### config.mk
export PLATFORM = sky130hd
export DESIGN_NAME = dm_byte_master
export DESIGN_NICKNAME = d
export VERILOG_FILES = /design/src/rtl/dm_pkg.sv /design/src/rtl/dm_byte_master.sv
export SDC_FILE = /design/constraint.sdc
export NUM_CORES = 1
export LEC_CHECK = 0
export CORE_ASPECT_RATIO = 1.25
export CORE_MARGIN = 2
export CORE_UTILIZATION = 45
export DETAILED_ROUTE_END_ITERATION = 7
export MAX_ROUTING_LAYER = met4
export PLACE_DENSITY = 0.85
export SLEW_MARGIN = 40
export SYNTH_ARGS = -nofsm -noshare
export SYNTH_HDL_FRONTEND = slang
export SYNTH_SLANG_ARGS = --single-unit
### constraint.sdc
create_clock -name i_clk -period 3.25 [get_ports i_clk]
set_clock_uncertainty 0.05 [all_clocks]
set_input_delay 0.4875 -clock i_clk [delete_from_list [all_inputs] [get_ports i_clk]]
set_output_delay 0.4875 -clock i_clk [all_outputs]
set_load 0.1 [all_outputs]
### src/rtl/dm_pkg.sv
// Shared definitions for the byte-wide data memory path: access FSM states,
// word/byte geometry and big-endian byte lane helpers.
package dm_pkg;

  typedef enum logic [2:0] {
    IDLE  = 3'd0,
    WR    = 3'd1,
    RD    = 3'd2,
    DRAIN = 3'd3,
    DONE  = 3'd4
  } dm_state_t;

  localparam int BYTES_PER_WORD = 4;
  localparam int BEAT_W         = $clog2(BYTES_PER_WORD);
  localparam logic [BEAT_W-1:0] BEAT_LAST = BEAT_W'(BYTES_PER_WORD - 1);

  // Big-endian lane select: byte 0 is bits 31:24, byte 3 is bits 7:0.
  function automatic logic [7:0] byte_of(input logic [31:0] word,
                                         input logic [BEAT_W-1:0] k);
    logic [7:0] b;
    case (k)
      2'd0:    b = word[31:24];
      2'd1:    b = word[23:16];
      2'd2:    b = word[15:8];
      default: b = word[7:0];
    endcase
    return b;
  endfunction

  // Big-endian lane insert: replaces byte k of word with b.
  function automatic logic [31:0] insert_byte(input logic [31:0] word,
                                              input logic [BEAT_W-1:0] k,
                                              input logic [7:0] b);
    logic [31:0] w;
    w = word;
    case (k)
      2'd0:    w[31:24] = b;
      2'd1:    w[23:16] = b;
      2'd2:    w[15:8]  = b;
      default: w[7:0]   = b;
    endcase
    return w;
  endfunction

endpackage

### src/rtl/dm_byte_master.sv
// Word-to-byte access sequencer: splits one 32-bit load/store into four
// big-endian byte beats on a byte RAM port with a one-cycle registered read.
// Optional build macro DM_BYTE_MASTER_ALIGN_CHECK_EN rejects requests whose
// address is not word aligned (o_err pulse, no memory beats); without it
// unaligned words are accessed as-is and o_err is constant 0.
module dm_byte_master
  import dm_pkg::*;
#(
  parameter int ADDR_W = 32,
  parameter int RD_LAT = 1
) (
  input  logic              i_clk,
  input  logic              i_rst,
  input  logic              i_req,
  input  logic              i_we,
  input  logic [ADDR_W-1:0] i_addr,
  input  logic [31:0]       i_wdata,
  output logic              o_busy,
  output logic              o_done,
  output logic              o_err,
  output logic [31:0]       o_rdata,
  output logic [ADDR_W-1:0] o_mem_addr,
  output logic              o_mem_we,
  output logic [7:0]        o_mem_wdata,
  input  logic [7:0]        i_mem_rdata
);

  // The load capture schedule assumes read data arrives exactly one cycle
  // after the address; any other latency would assemble the wrong bytes.
  if (RD_LAT != 1) begin : g_bad_rd_lat
    $error("dm_byte_master: only RD_LAT == 1 is supported");
  end

  dm_state_t           r_state, w_state_n;
  logic [BEAT_W-1:0]   r_cnt, w_cnt_n;
  logic [ADDR_W-1:0]   r_addr, w_addr_n;
  logic [31:0]         r_wdata, w_wdata_n;
  logic                r_busy, w_busy_n;
  logic                r_done, w_done_n;
  logic [31:0]         r_rdata, w_rdata_n;
  logic [ADDR_W-1:0]   r_mem_addr, w_mem_addr_n;
  logic                r_mem_we, w_mem_we_n;
  logic [7:0]          r_mem_wdata, w_mem_wdata_n;

  logic [BEAT_W-1:0]   w_beat_next;
  logic [BEAT_W-1:0]   w_beat_prev;
  logic [ADDR_W-1:0]   w_addr_next;
  logic                w_misalign;

  assign w_beat_next = r_cnt + 1'b1;
  assign w_beat_prev = r_cnt - 1'b1;
  // Wraps naturally modulo 2^ADDR_W.
  assign w_addr_next = r_addr + ADDR_W'(w_beat_next);

`ifdef DM_BYTE_MASTER_ALIGN_CHECK_EN
  logic r_err;

  assign w_misalign = |i_addr[1:0];

  // One-cycle error pulse for a rejected misaligned request.
  always_ff @(posedge i_clk) begin
    if (i_rst) begin
      r_err <= 1'b0;
    end else begin
      r_err <= (r_state == IDLE) && i_req && w_misalign;
    end
  end

  assign o_err = r_err;
`else
  assign w_misalign = 1'b0;
  assign o_err      = 1'b0;
`endif

  // Next-state, beat sequencing and next values of every registered output.
  always_comb begin
    w_state_n     = r_state;
    w_cnt_n       = r_cnt;
    w_addr_n      = r_addr;
    w_wdata_n     = r_wdata;
    w_busy_n      = r_busy;
    w_done_n      = 1'b0;
    w_rdata_n     = r_rdata;
    w_mem_addr_n  = r_mem_addr;
    w_mem_we_n    = 1'b0;
    w_mem_wdata_n = r_mem_wdata;

    case (r_state)
      IDLE: begin
        w_busy_n = 1'b0;
        if (i_req && !w_misalign) begin
          // Accept: beat 0 is presented in the very next cycle.
          w_state_n    = i_we ? WR : RD;
          w_cnt_n      = '0;
          w_addr_n     = i_addr;
          w_wdata_n    = i_wdata;
          w_busy_n     = 1'b1;
          w_mem_addr_n = i_addr;
          w_mem_we_n   = i_we;
          if (i_we) begin
            w_mem_wdata_n = byte_of(i_wdata, '0);
          end
        end
      end

      WR: begin
        if (r_cnt == BEAT_LAST) begin
          w_state_n = DONE;
          w_done_n  = 1'b1;
        end else begin
          w_cnt_n       = w_beat_next;
          w_mem_addr_n  = w_addr_next;
          w_mem_we_n    = 1'b1;
          w_mem_wdata_n = byte_of(r_wdata, w_beat_next);
        end
      end

      RD: begin
        // Data on i_mem_rdata now belongs to the previous beat's address.
        if (r_cnt != '0) begin
          w_rdata_n = insert_byte(r_rdata, w_beat_prev, i_mem_rdata);
        end
        if (r_cnt == BEAT_LAST) begin
          w_state_n = DRAIN;
        end else begin
          w_cnt_n      = w_beat_next;
          w_mem_addr_n = w_addr_next;
        end
      end

      DRAIN: begin
        w_rdata_n = insert_byte(r_rdata, BEAT_LAST, i_mem_rdata);
        w_state_n = DONE;
        w_done_n  = 1'b1;
      end

      DONE: begin
        w_state_n = IDLE;
        w_busy_n  = 1'b0;
        w_cnt_n   = '0;
      end

      default: begin
        w_state_n = IDLE;
        w_busy_n  = 1'b0;
        w_cnt_n   = '0;
      end
    endcase
  end

  // State, latched request and registered outputs; reset wins over a request.
  always_ff @(posedge i_clk) begin
    if (i_rst) begin
      r_state     <= IDLE;
      r_cnt       <= '0;
      r_addr      <= '0;
      r_wdata     <= '0;
      r_busy      <= 1'b0;
      r_done      <= 1'b0;
      r_rdata     <= '0;
      r_mem_addr  <= '0;
      r_mem_we    <= 1'b0;
      r_mem_wdata <= '0;
    end else begin
      r_state     <= w_state_n;
      r_cnt       <= w_cnt_n;
      r_addr      <= w_addr_n;
      r_wdata     <= w_wdata_n;
      r_busy      <= w_busy_n;
      r_done      <= w_done_n;
      r_rdata     <= w_rdata_n;
      r_mem_addr  <= w_mem_addr_n;
      r_mem_we    <= w_mem_we_n;
      r_mem_wdata <= w_mem_wdata_n;
    end
  end

  assign o_busy      = r_busy;
  assign o_done      = r_done;
  assign o_rdata     = r_rdata;
  assign o_mem_addr  = r_mem_addr;
  assign o_mem_we    = r_mem_we;
  assign o_mem_wdata = r_mem_wdata;

endmodule

; ---- After elaboration in Yosys (flattened, before gate mapping)
; Index checks and enable logic that the tools add are counted.
[classes]
addsub = 3
n_eq_ne = 16
mux = 29
n_bitwise = 1
n_reduce_logical = 19
[ops]
columns = operator, n
row1 = $pmux 32 s2, 2
row2 = $mux 32, 3
row3 = $mux 8, 7
row4 = $add 32x2->32, 1
row5 = $pmux 8 s3, 1
row6 = $ne 2x2->1 const B, 8
row7 = $pmux 8 s2, 1
row8 = $reduce_and 4->1, 4
row9 = $pmux 3 s4, 1
row10 = $reduce_and 3->1, 4
row11 = $mux 3, 3
row12 = $reduce_bool 2->1, 4
row13 = $eq 2x2->1 const B, 3
row14 = $eq 3x2->1 const B, 2
row15 = $mux 2, 3
row16 = $pmux 1 s2, 3
row17 = $pmux 2 s3, 1
row18 = $reduce_or 3->1, 2
row19 = $eq 2x1->1 const B, 2
row20 = $logic_not 2->1, 2
row21 = $mux 1, 4
row22 = $eq 3x1->1 const B, 1
row23 = $logic_not 3->1, 1
row24 = $add 2x1->2 const B, 1
row25 = 4 further kinds, 4
[word_totals]
ff_bits = 144

; ---- Logic depth before layout (Yosys ltp)
; Gate-level depths: netlist of the first run.
[depth]
word_depth = 6
mapped_depth = 9
depth_no_buf = 8

; ---- Worst setup path before layout of the first run
; No wires, ideal clock.
[synth_path]
path_kind = register to register
start = register r_cnt[0]
end = register r_mem_addr[31] (netlist: o_mem_addr[31])
arrival_ps = 2138
slack_ps = 935
path_stages_with_launch = 9
n_path_buf = 0
synth_period_minus_slack_ps = 2315
cell_sequence = dfxtp_1 inv_1 ha_1 ha_1 a21oi_1 nor3_2 and3_1 a21oi_1 or3_1
[synth_between]
elab_chain_cells = 4
[synth_rtl]
columns = item, line_no
row1 = start: declaration, dm_byte_master.sv:35  ; logic [BEAT_W-1:0] r_cnt, w_cnt_n;
row2 = start signal: assignment, dm_byte_master.sv:166  ; r_cnt <= w_cnt_n;
row3 = $add 2x1->2, dm_byte_master.sv:50  ; assign w_beat_next = r_cnt + 1'b1;
row4 = $add 32x2->32, dm_byte_master.sv:53  ; assign w_addr_next = r_addr + ADDR_W'(w_beat_next);
row5 = $mux 32, "dm_byte_master.sv:107, dm_byte_master.sv:123"
row6 = $pmux 32 s2, dm_byte_master.sv:88  ; case (r_state)
row7 = end signal: assignment, dm_byte_master.sv:172  ; r_mem_addr <= w_mem_addr_n;
row8 = end: declaration, dm_byte_master.sv:41  ; logic [ADDR_W-1:0] r_mem_addr, w_mem_addr_n;
; Several ways; a longest one is shown, not always the timed one. The select of a mux whose other input is x is not followed.
; A chain may end at the register's enable or synchronous reset.

; ---- Final worst setup path of the first run
; Same ends and word-level chain as after synthesis.

==> metrics.csv, run 1 <==
stage,metric,value,unit
finish,post_route_cells_drive_above_1_share,14.43,%
floorplanning,die_span_y,136.0,um
finish,antennaDiodeCount,0,
cts,numCtsBuffers,17,
floorplanning,die-area,0.01490,sq mm
logic_synthesis,synth_compound_gate_area_share,20.74,%
logic_synthesis,synth-xor-area-share,3.912,%
setup_path,worst-setup-path-type,reg2reg,
detailed_routing,detail_route.vias_per_cell,5.629,
grt,vias_in_the_first_global_route,5759,
detailed_routing,drc,0,
grt,number_of_antenna_violations_at_the_first_check_in_global_routing,0,
power_and_ir_drop,sw_frac_of_total,35.83,%
detailed_routing,number_of_violations_reported_at_the_end_of_detailed_routing_iteration_0,484,
cts,clock_tree.buffer_depth,2,
cts,clock_tree.root_cell,sky130_fd_sc_hd__clkbuf_16,
power_and_ir_drop,pwr_density_cell,636.5,mW/mm^2
logic_synthesis,syn_inst,778,
placement,io_buffers,150,
cts,hold_buffers,0,
logic_synthesis,synth.yosys.warnings,0,
power_and_ir_drop,ir_worst_vdd,0.3400,mV
setup_path,cp-start-kind,flip-flop,
min_path,hold_path.class,reg2reg,
finish,most-common-layout-cells,"sky130_fd_sc_hd__nand2_1 (188), sky130_fd_sc_hd__dfxtp_1 (144), sky130_fd_sc_hd__a21oi_1 (131)",
grt,grtUsageTotal,24.16,%
cts,clock_sinks,144,
timing,hold_viol_final,0,
detailed_routing,antenna_left,0,
cts,clock_insertion_delay_at_the_later_pin_of_the_skew_report,0.42,ns
detailed_routing,wire_per_inst,16.06,um
floorplanning,boundaryPins,152,
logic_synthesis,yosysTopAreaCell,sky130_fd_sc_hd__dfxtp_1,
logic_synthesis,synth.net_count,864,
placement,gp_routability_congestion,0.8744,
placement,place_area,0.007604,sq mm
floorplanning,floorplan.core_area,0.01369,sq mm
detailed_routing,first_pass_iters,5,
timing,max_freq,378.6,MHz
power_and_ir_drop,total_design_power,5.197,mW
floorplanning,floorplan.die.width,109.6,um
logic_synthesis,yosys_most_used_dff,sky130_fd_sc_hd__dfxtp_1,
logic_synthesis,netlist_top_cells_area,"sky130_fd_sc_hd__dfxtp_1 (46%), sky130_fd_sc_hd__nand2_1 (11%), sky130_fd_sc_hd__a21oi_1 (10%), sky130_fd_sc_hd__nand3_1 (2.8%), sky130_fd_sc_hd__xor2_1 (2.4%)",
timing,worst-slew-pin-transition,0.7661,ns
run,maxCapViolCount,0,
logic_synthesis,netlist_area,0.006269,sq mm
finish,final_area,0.008165,sq mm
cts,cts_repair_resizes,0,
timing,max_slew_margin,48.93,%
logic_synthesis,fraction_of_synthesized_area_in_multiplexers,1.277,%
power_and_ir_drop,clkPwrFrac,35.3,%
floorplanning,initial_core_util,45.78,%
placement,place.detailed.instances,1058,
power_and_ir_drop,seq_power_share,39.0,%
timing,final_period_minus_worst_setup_slack,2.642,ns
grt,wire_length_of_the_first_global_routing_pass,27320,um
power_and_ir_drop,proportion_of_power_drawn_by_combinational_gates,25.7,%
logic_synthesis,synth.top_cell.area_share,45.99,%
cts,tritoncts_clock_tree,done,
logic_synthesis,postSynthRegisterBits,144,
finish,finish.cell_count_without_fillers,1090,
logic_synthesis,synth_cell_type_count,52,
detailed_routing,drt-total-wl,17500,um
setup_path,crit_path_end_kind,flip-flop,
logic_synthesis,synthAdderAreaFrac,2.116,%
logic_synthesis,synth_enable_flop_cells,0,
power_and_ir_drop,internal_power,3.335,mW
grt,pin_count_of_the_biggest_net_entering_global_routing,127,
finish,design.final.nets,988,
power_and_ir_drop,total_leakage_power,3.114,nW
timing,drv_slew,0,
logic_synthesis,synth_async_sr_flop_share,0,%
outcome,run_status,finished clean,
logic_synthesis,largest_family_of_logic_cells_by_synthesized_area,simple AND/OR/NAND/NOR gates,
finish,utilization,59.63,%
logic_synthesis,synth.yosys.seq_area_share,45.99,%
timing,totalNegativeSetupSlack,0,ns
grt,gr-total-overflow,0,
timing,report.final.setup_viol,0,
placement,dp_hpwl,11890,um
cts,clk_transition_reported_paths,0.06,ns
finish,layout-area-overhead-vs-synth,30.26,%
timing,rsz0062_at_grt,no,
logic_synthesis,synth_area_per_cell,8.057,sq um
setup_path,timing.critical_path.arrival,2.89,ns
power_and_ir_drop,switchingPower,1.862,mW
setup_path,critical_path_peak_fanout,8,
finish,mostFrequentLayoutCell,sky130_fd_sc_hd__nand2_1,
cts,cts_setup_buffers,0,
timing,post-route-period-util,81.28,%
floorplanning,row_count,48,
logic_synthesis,synth_simple_gate_area_share,20.84,%
cts,htree_num_levels,4,
detailed_routing,detailroute.via_count,6136,
setup_path,worst-endpoint-required,3.50,ns
==> metrics by stage <==
step	worst slack [ns]	hold WS, ns
after detailed placement	0.6524	0.3960
after global routing	0.3904	0.4220
after floorplan	0.9355	0.3860
after global placement	0.6877	0.3917
after CTS	0.6291	0.4045
final	0.6084	0.4010
==> cell type report <==
type | instances | area, sq um
fill | 1226 | 5528
inverter | 16 | 60.06
multi-input combinational | 560 | 3073
sequential | 144 | 2883
clock inverter | 10 | 77.57
tap | 175 | 219.0
timing repair buffer | 163 | 1369
clock buffer | 22 | 484.2
==> logic make-up (layout without fill, tap and decap cells) <==
logic type                 after synthesis  after routing
AOI/OAI and AO/OA                      219            219
buffers and inverters                   74            211
other                                    1              1
and+or+nand+nor                        294            294
adders and majority gates               10             10
xor gates and xnor gates                28             28
muxes                                    8              8
DFF                                    144            144
==> power by group through the flow <==
stage          Sequential (mW)  Combinational [mW]  Clock [mW]
6_report                  2.03                1.34        1.83
5_1_grt                   2.04                1.41        1.95
4_1_cts                   2.02                1.33        1.86
3_5_place_dp              2.06                1.33           0
3_3_place_gp              2.06                1.34           0
2_1_floorplan             2.53               0.489           0
==> critical path, cell delays in order (launching register included) <==
cell and delay (ns):
sky130_fd_sc_hd__dfxtp_1 0.42, sky130_fd_sc_hd__inv_1 0.15, sky130_fd_sc_hd__ha_1 0.37, sky130_fd_sc_hd__ha_1 0.29, sky130_fd_sc_hd__a21oi_1 0.15, sky130_fd_sc_hd__nor3_2 0.44
sky130_fd_sc_hd__and3_1 0.27, sky130_fd_sc_hd__a21oi_1 0.08, sky130_fd_sc_hd__or3_1 0.30
==> per-layer routing <==
layer | track usage [%] | wire, um
met2 | 39.03 | 8740
met3 | 5.321 | 1202
met5 | - | 0
met4 | 12.03 | 610
met1 | 28.12 | 6949
==> worst paths after layout <==
path | start | to | slack [ns] | depth (start not counted)
worst max-delay path | r_cnt[0] | o_mem_addr[31] | 0.61 | 8
worst max register to register | r_cnt[0] | o_mem_addr[31] | 0.61 | 8
worst min register to register | o_rdata[20] | o_rdata[20] | 0.40 | 2
worst min-delay path | o_rdata[20] | o_rdata[20] | 0.40 | 2
==> flip-flops by register name (all words and copies together) (netlist names) <==
signal and flops:
o_busy 1, o_done 1, o_mem_addr 32, o_mem_wdata 8, o_mem_we 1, o_rdata 32
r_addr 32, r_cnt 2, r_state 3, r_wdata 32
==> cell usage after synthesis (2+ instances only) <==
master and number:
sky130_fd_sc_hd__a221oi_1 8, sky130_fd_sc_hd__or3_1 4, sky130_fd_sc_hd__nand3b_1 2, sky130_fd_sc_hd__mux2i_1 8
sky130_fd_sc_hd__nand3_1 35, sky130_fd_sc_hd__o221ai_1 4, sky130_fd_sc_hd__o22ai_1 11, sky130_fd_sc_hd__a211oi_1 3
sky130_fd_sc_hd__nor2_1 23, sky130_fd_sc_hd__xor2_1 17, sky130_fd_sc_hd__nor4_1 2, sky130_fd_sc_hd__dfxtp_1 144
sky130_fd_sc_hd__buf_2 14, sky130_fd_sc_hd__nand2_1 188, sky130_fd_sc_hd__buf_4 2, sky130_fd_sc_hd__xnor2_1 11
sky130_fd_sc_hd__o21a_1 2, sky130_fd_sc_hd__buf_1 10, sky130_fd_sc_hd__buf_6 2, sky130_fd_sc_hd__ha_1 9
sky130_fd_sc_hd__a22oi_1 19, sky130_fd_sc_hd__clkbuf_1 30, sky130_fd_sc_hd__nand2b_1 2, sky130_fd_sc_hd__and4_1 5
sky130_fd_sc_hd__nor3_1 6, sky130_fd_sc_hd__a311oi_1 2, sky130_fd_sc_hd__o21ai_0 20, sky130_fd_sc_hd__nor3b_1 2
sky130_fd_sc_hd__inv_1 15, sky130_fd_sc_hd__or2_2 2, sky130_fd_sc_hd__nand4_1 10, sky130_fd_sc_hd__and3_1 5
sky130_fd_sc_hd__a31oi_1 8, sky130_fd_sc_hd__a21oi_1 131, sky130_fd_sc_hd__and2_1 2, sky130_fd_sc_hd__o211ai_1 4
No activity file was read; power rests on OpenSTA's default activity.
==> run 2, diff against run 1 <==
clock period = 2.6 ns   (was 3.25 ns; I/O delays follow)
==> metrics.csv, run 2 (synthesis results as in run 1) <==
stage,metric,value,unit,change
power_and_ir_drop,internal_power,4.235,mW,was 3.335 mW
setup_path,crit_chain,inv_1 > ha_1 > fa_1 > nand4_1 > nor3_2 > and3_1 > xnor2_1 > o22ai_1,,was inv_1 > ha_1 > ha_1 > a21oi_1 > nor3_2 > and3_1 > a21oi_1 > or3_1
detailed_routing,detail_route.vias_per_cell,5.614,,was 5.629
power_and_ir_drop,proportion_of_power_drawn_by_combinational_gates,25.9,%,was 25.7%
detailed_routing,drt-total-wl,17710,um,was 17500 um
timing,max_freq,393.1,MHz,was 378.6 MHz
finish,design.final.nets,994,,was 988
detailed_routing,wire_per_inst,16.16,um,was 16.06 um
detailed_routing,detailroute.via_count,6153,,was 6136
cts,clock_tree.buffer_depth,2,,unchanged
setup_path,worstRegToRegCells,8,,unchanged
cts,clock_insertion_delay_at_the_later_pin_of_the_skew_report,0.42,ns,about the same
setup_path,r2r_setup_slack,0.06,ns,was 0.61 ns
finish,layout-area-overhead-vs-synth,32.67,%,was 30.26%
timing,drv_slew,0,,unchanged
cts,clock_sinks,144,,unchanged
placement,dp_hpwl,11990,um,was 11890 um
setup_path,worst_r2r_startpoint,r_cnt[0],,unchanged
power_and_ir_drop,seq_power_share,38.7,%,was 39.0%
power_and_ir_drop,sw_frac_of_total,35.38,%,was 35.83%
power_and_ir_drop,switchingPower,2.319,mW,was 1.862 mW
setup_path,cp-start-kind,flip-flop,,unchanged
grt,vias_in_the_first_global_route,5801,,was 5759
power_and_ir_drop,total_leakage_power,3.167,nW,was 3.114 nW
timing,max_slew_margin,54.86,%,was 48.93%
timing,final_period_minus_worst_setup_slack,2.544,ns,was 2.642 ns
setup_path,timing.critical_path.arrival,2.78,ns,was 2.89 ns
detailed_routing,number_of_violations_reported_at_the_end_of_detailed_routing_iteration_0,517,,was 484
setup_path,worst-setup-path-type,reg2reg,,unchanged
timing,hold_viol_final,0,,unchanged
min_path,whs_endpoint,r_wdata[5],,was o_rdata[20]
grt,gr-total-overflow,0,,unchanged
timing,rsz0062_at_grt,yes,,was no
cts,clk_transition_reported_paths,0.06,ns,about the same
power_and_ir_drop,ir_worst_vdd,0.5008,mV,was 0.3400 mV
finish,multi_input_area,0.003095,sq mm,was 0.003073 sq mm
floorplanning,initial_core_util,45.78,%,unchanged
setup_path,r2r-end,o_mem_addr[14],,was o_mem_addr[31]
grt,pin_count_of_the_biggest_net_entering_global_routing,127,,unchanged
finish,regArea,0.002883,sq mm,unchanged
floorplanning,die-area,0.01490,sq mm,unchanged
detailed_routing,antenna_left,0,,unchanged
run,maxCapViolCount,0,,unchanged
timing,report.final.setup_viol,0,,unchanged
floorplanning,row_count,48,,unchanged
cts,hold_buffers,0,,unchanged
finish,mostFrequentLayoutCell,sky130_fd_sc_hd__nand2_1,,unchanged
timing,hold_ws,0.4034,ns,was 0.4010 ns
min_path,min_from,r_wdata[5],,was o_rdata[20]
finish,post_route_cells_drive_above_1_share,15.09,%,was 14.43%
floorplanning,floorplan.core_area,0.01369,sq mm,unchanged
finish,most-common-layout-cells,"sky130_fd_sc_hd__nand2_1 (188), sky130_fd_sc_hd__dfxtp_1 (144), sky130_fd_sc_hd__a21oi_1 (131)",,unchanged
timing,worst-slew-pin-transition,0.6772,ns,was 0.7661 ns
finish,filler_cell_count,1181,,was 1226
timing,post-route-period-util,97.83,%,was 81.28%
setup_path,worst-endpoint-required,2.83,ns,was 3.50 ns
power_and_ir_drop,clkPwrFrac,35.4,%,was 35.3%
finish,antennaDiodeCount,0,,unchanged
power_and_ir_drop,total_design_power,6.554,mW,was 5.197 mW
setup_path,cell_family_contributing_the_most_delay_on_the_critical_path,simple AND/OR/NAND/NOR gates,,unchanged
placement,gp_routability_congestion,0.8904,,was 0.8744
grt,wire_length_of_the_first_global_routing_pass,27680,um,was 27320 um
detailed_routing,first_pass_iters,6,,was 5
setup_path,crit_path_end_kind,flip-flop,,unchanged
floorplanning,die_span_y,136.0,um,unchanged
min_path,worstHoldPathCells,2,,unchanged
placement,io_buffers,150,,unchanged
cts,clock_tree.root_cell,sky130_fd_sc_hd__clkbuf_16,,unchanged
setup_path,number_of_buffer_and_inverter_instances_along_the_worst_setup_path,1,,unchanged
cts,htree_num_levels,4,,unchanged
grt,number_of_antenna_violations_at_the_first_check_in_global_routing,0,,unchanged
timing,totalNegativeSetupSlack,0,ns,unchanged
setup_path,critical_path_peak_fanout,6,,was 8
floorplanning,floorplan.die.width,109.6,um,unchanged
power_and_ir_drop,pwr_density_cell,788.1,mW/mm^2,was 636.5 mW/mm^2
min_path,hold_path.class,reg2reg,,unchanged
grt,grtUsageTotal,24.36,%,was 24.16%
detailed_routing,drc,0,,unchanged
floorplanning,boundaryPins,152,,unchanged
cts,numCtsBuffers,17,,unchanged
setup_path,timing.critical_path.slowest_cell_delay,0.43,ns,was 0.44 ns
cts,tritoncts_clock_tree,done,,unchanged
outcome,run_status,finished clean,,unchanged
setup_path,cp_slowest_cell,sky130_fd_sc_hd__nor3_2,,unchanged
run 2: cell types whose count changed in the layout (fill, tap and decap cells not counted), sizes merged:
| cell | change |
|---|---|
| buf | +6 |
| clkinvlp | +3 |
| clkinv | -2 |
| bufinv | +1 |
| clkbuf | -1 |
| inv | -1 |
run 2: worst max path at each step:
stage | startpoint | to | slack [ns] | cells past startpoint
after CTS | r_cnt[0] | o_mem_addr[14] | 0.02 | 8
final | r_cnt[0] | o_mem_addr[14] | 0.06 | 8
after global placement | i_req | o_mem_addr[31] | 0.16 | 7
after detailed placement | r_cnt[0] | o_mem_addr[31] | 0.1 | 8
after floorplan | r_cnt[0] | o_mem_addr[31] | 0.29 | 8
after global routing | r_cnt[0] | o_mem_addr[22] | -0.08 | 8
run 2: per-layer routing:
layer / wire (um) / track usage [%] / vias to the layer above
met5: 0 / - / -
met4: 478 / 10.41 / 0
met3: 1242 / 5.417 / 46
met2: 8997 / 40.50 / 244
met1: 6991 / 28.04 / 2907
li1: - / - / 2956
run 2: what timing repair did:
action | 4_1_cts | 5_1_grt
endpoints found under the setup margin | 0 | 18
buffers inserted | 0 | 0
gates resized for setup | 0 | 4
endpoints found under the hold margin | 0 | 0
run 2: area by class of cell:
cell class,count,area share [%]
multi-input combinational,560,37.22
sequential,144,34.66
clock inverter,11,1.294
tap,175,2.633
inverter,16,0.7221
timing repair buffer,169,17.93
clock buffer,21,5.536
run 2: power by group through the flow:
stage	Combinational [mW]	Sequential, mW	Clock, mW
2_1_floorplan	0.611	3.17	0
3_3_place_gp	1.67	2.57	0
3_5_place_dp	1.69	2.57	0
4_1_cts	1.69	2.53	2.34
5_1_grt	1.81	2.55	2.43
6_report	1.70	2.53	2.32
run 2: worst min-delay path, cell delays in order, from the launching register on:
cell and delay (ns):
sky130_fd_sc_hd__dfxtp_1 0.31, sky130_fd_sc_hd__nand2_1 0.05, sky130_fd_sc_hd__a21oi_1 0.05
run 2: through the flow:
stage / setup slack, ns / instance area, sq um / util, % / std cells
4_1_cts: 0.01747 / 8294 / 60.57 / 1096
3_5_place_dp: 0.09575 / 7726 / 56.42 / 1064
6_report: 0.05637 / 8317 / 60.74 / 1096
3_3_place_gp: 0.1638 / 7726 / 56.42 / 1064
2_1_floorplan: 0.2855 / 6269 / - / 778
5_1_grt: -0.07633 / 8317 / 60.74 / 1096
==> run 3, diff against run 2 <==
CORE_MARGIN = not set   (was 2)
CTS_CLUSTER_SIZE = 10   (was not set)
==> metrics.csv, run 3 (synthesis results as in run 1) <==
stage,metric,value,unit,change
outcome,run_status,finished clean,,unchanged
floorplanning,floorplan.die.width,107.6,um,was 109.6 um
finish,layout-area-overhead-vs-synth,34.79,%,was 32.67%
placement,gp_routability_congestion,0.8297,,was 0.8904
timing,worst-slew-pin-transition,0.6711,ns,was 0.6772 ns
cts,hold_buffers,0,,unchanged
setup_path,r2r-end,o_mem_addr[12],,was o_mem_addr[14]
timing,totalNegativeSetupSlack,0,ns,unchanged
grt,vias_in_the_first_global_route,5948,,was 5801
floorplanning,die_span_y,134.0,um,was 136.0 um
grt,wire_length_of_the_first_global_routing_pass,28520,um,was 27680 um
setup_path,crit_path_end_kind,flip-flop,,unchanged
setup_path,worst-setup-path-type,reg2reg,,unchanged
cts,clock_insertion_delay_at_the_later_pin_of_the_skew_report,0.42,ns,about the same
detailed_routing,antenna_left,0,,unchanged
power_and_ir_drop,total_leakage_power,3.234,nW,was 3.167 nW
finish,mostFrequentLayoutCell,sky130_fd_sc_hd__nand2_1,,unchanged
cts,clk_transition_reported_paths,0.06,ns,about the same
setup_path,worst-endpoint-required,2.86,ns,was 2.83 ns
setup_path,timing.critical_path.arrival,2.70,ns,was 2.78 ns
setup_path,critical_path_peak_fanout,5,,was 6
cts,numCtsBuffers,17,,unchanged
detailed_routing,detailroute.via_count,6162,,was 6153
run,maxCapViolCount,0,,unchanged
floorplanning,die-area,0.01441,sq mm,was 0.01490 sq mm
detailed_routing,wire_per_inst,16.37,um,was 16.16 um
timing,hold_ws,0.4041,ns,was 0.4034 ns
detailed_routing,number_of_violations_reported_at_the_end_of_detailed_routing_iteration_0,517,,unchanged
setup_path,r2r_setup_slack,0.16,ns,was 0.06 ns
min_path,min_from,r_wdata[7],,was r_wdata[5]
grt,gr-total-overflow,0,,unchanged
floorplanning,initial_core_util,46.75,%,was 45.78%
timing,max_slew_margin,55.26,%,was 54.86%
cts,tritoncts_clock_tree,done,,unchanged
detailed_routing,first_pass_iters,5,,was 6
grt,pin_count_of_the_biggest_net_entering_global_routing,127,,unchanged
cts,clock_tree.buffer_depth,2,,unchanged
detailed_routing,drt-total-wl,17940,um,was 17710 um
floorplanning,row_count,47,,was 48
grt,grtUsageTotal,26.13,%,was 24.36%
timing,max_freq,409.5,MHz,was 393.1 MHz
setup_path,worst_r2r_startpoint,r_cnt[0],,unchanged
cts,cts_setup_buffers,0,,unchanged
placement,place_area,0.007746,sq mm,was 0.007726 sq mm
floorplanning,floorplan.core_area,0.01341,sq mm,was 0.01369 sq mm
cts,cts_repair_resizes,0,,unchanged
finish,design.final.nets,999,,was 994
timing,rsz0062_at_grt,yes,,unchanged
detailed_routing,drc,0,,unchanged
floorplanning,boundaryPins,152,,unchanged
placement,dp_hpwl,11850,um,was 11990 um
setup_path,worstRegToRegCells,8,,unchanged
timing,hold_viol_final,0,,unchanged
min_path,worstHoldPathCells,2,,unchanged
power_and_ir_drop,pwr_density_cell,836.2,mW/mm^2,was 788.1 mW/mm^2
timing,report.final.setup_viol,0,,unchanged
cts,clock_tree.root_cell,sky130_fd_sc_hd__clkbuf_16,,unchanged
setup_path,cp-start-kind,flip-flop,,unchanged
finish,final_area,0.008449,sq mm,was 0.008317 sq mm
min_path,hold_path.class,reg2reg,,unchanged
finish,finish.cell_count_without_fillers,1096,,unchanged
detailed_routing,detail_route.vias_per_cell,5.622,,was 5.614
timing,final_period_minus_worst_setup_slack,2.442,ns,was 2.544 ns
finish,post_route_cells_drive_above_1_share,15.58,%,was 15.09%
placement,place.detailed.instances,1065,,was 1064
placement,io_buffers,150,,unchanged
cts,htree_num_levels,4,,unchanged
timing,drv_slew,0,,unchanged
timing,post-route-worst-setup-slack,0.1581,ns,was 0.05637 ns
grt,number_of_antenna_violations_at_the_first_check_in_global_routing,1,,was 0
timing,post-route-period-util,93.92,%,was 97.83%
min_path,whs_endpoint,r_wdata[7],,was r_wdata[5]
placement,dp_worst_setup_slack,0.1482,ns,was 0.09575 ns
power_and_ir_drop,ir_worst_vdd,0.4667,mV,was 0.5008 mV
cts,clock_sinks,144,,unchanged
finish,most-common-layout-cells,"sky130_fd_sc_hd__nand2_1 (188), sky130_fd_sc_hd__dfxtp_1 (144), sky130_fd_sc_hd__a21oi_1 (131)",,unchanged
run 3: cell types whose count changed in the layout (fill, tap and decap cells not counted), sizes merged:
| cell | before | now |
|---|---|---|
| buf | 95 | 100 |
| diode | 0 | 1 |
| inv | 17 | 15 |
| clkinv | 4 | 2 |
| clkinvlp | 5 | 2 |
| bufinv | 1 | 6 |
run 3: metal layers:
metal	GRT usage (%)	vias to the layer above	wire length (um)
li1	-	2964	-
met1	29.29	2903	7001
met2	43.63	257	9148
met3	6.463	38	1259
met4	11.64	0	533
met5	-	-	0
run 3: how the worst max path moves through the flow:
stage	start	end	slack, ns	cells after the start
3_5_place_dp	r_cnt[0]	o_mem_addr[15]	0.15	9
4_1_cts	r_cnt[0]	o_mem_addr[12]	0.09	8
6_report	r_cnt[0]	o_mem_addr[12]	0.16	8
3_3_place_gp	r_cnt[0]	o_mem_addr[15]	0.26	9
2_1_floorplan	r_cnt[0]	o_mem_addr[31]	0.29	8
5_1_grt	r_cnt[0]	o_mem_addr[12]	-0.02	8
run 3: power by group:
group          leakage, nW  total [mW]  internal [mW]  switching (mW)
Sequential            1.18        2.54           2.39           0.150
Clock                0.327        2.81           1.89           0.921
Combinational         1.73        1.72          0.485            1.23
run 3: area by class of cell:
class,instances,area (sq um)
diodes,1,2.502
clock buffers,21,480.5
clock inverters,9,203.9
fillers,1146,4959
inverters,16,60.06
multi-input cells,560,3089
flip-flops and latches,144,2883
well taps,171,214.0
repair buffers,174,1516
run 3: metrics by stage:
| stage | util (%) | power (mW) |
|---|---|---|
| 5_1_grt | 63.02 | 7.312 |
| 4_1_cts | 62.88 | 7.072 |
| 3_5_place_dp | 57.77 | 4.268 |
| 2_1_floorplan | - | 3.776 |
| 3_3_place_gp | 57.77 | 4.245 |
| 6_report | 63.02 | 7.065 |
run 3: worst max-delay path, cell delays in order (launching register included):
cell,delay [ns]
sky130_fd_sc_hd__dfxtp_1,0.42
sky130_fd_sc_hd__inv_1,0.09
sky130_fd_sc_hd__ha_1,0.35
sky130_fd_sc_hd__fa_1,0.27
sky130_fd_sc_hd__nand4_1,0.26
sky130_fd_sc_hd__nor3_2,0.38
sky130_fd_sc_hd__xnor2_1,0.19
sky130_fd_sc_hd__a21oi_1,0.11
sky130_fd_sc_hd__a31o_2,0.21
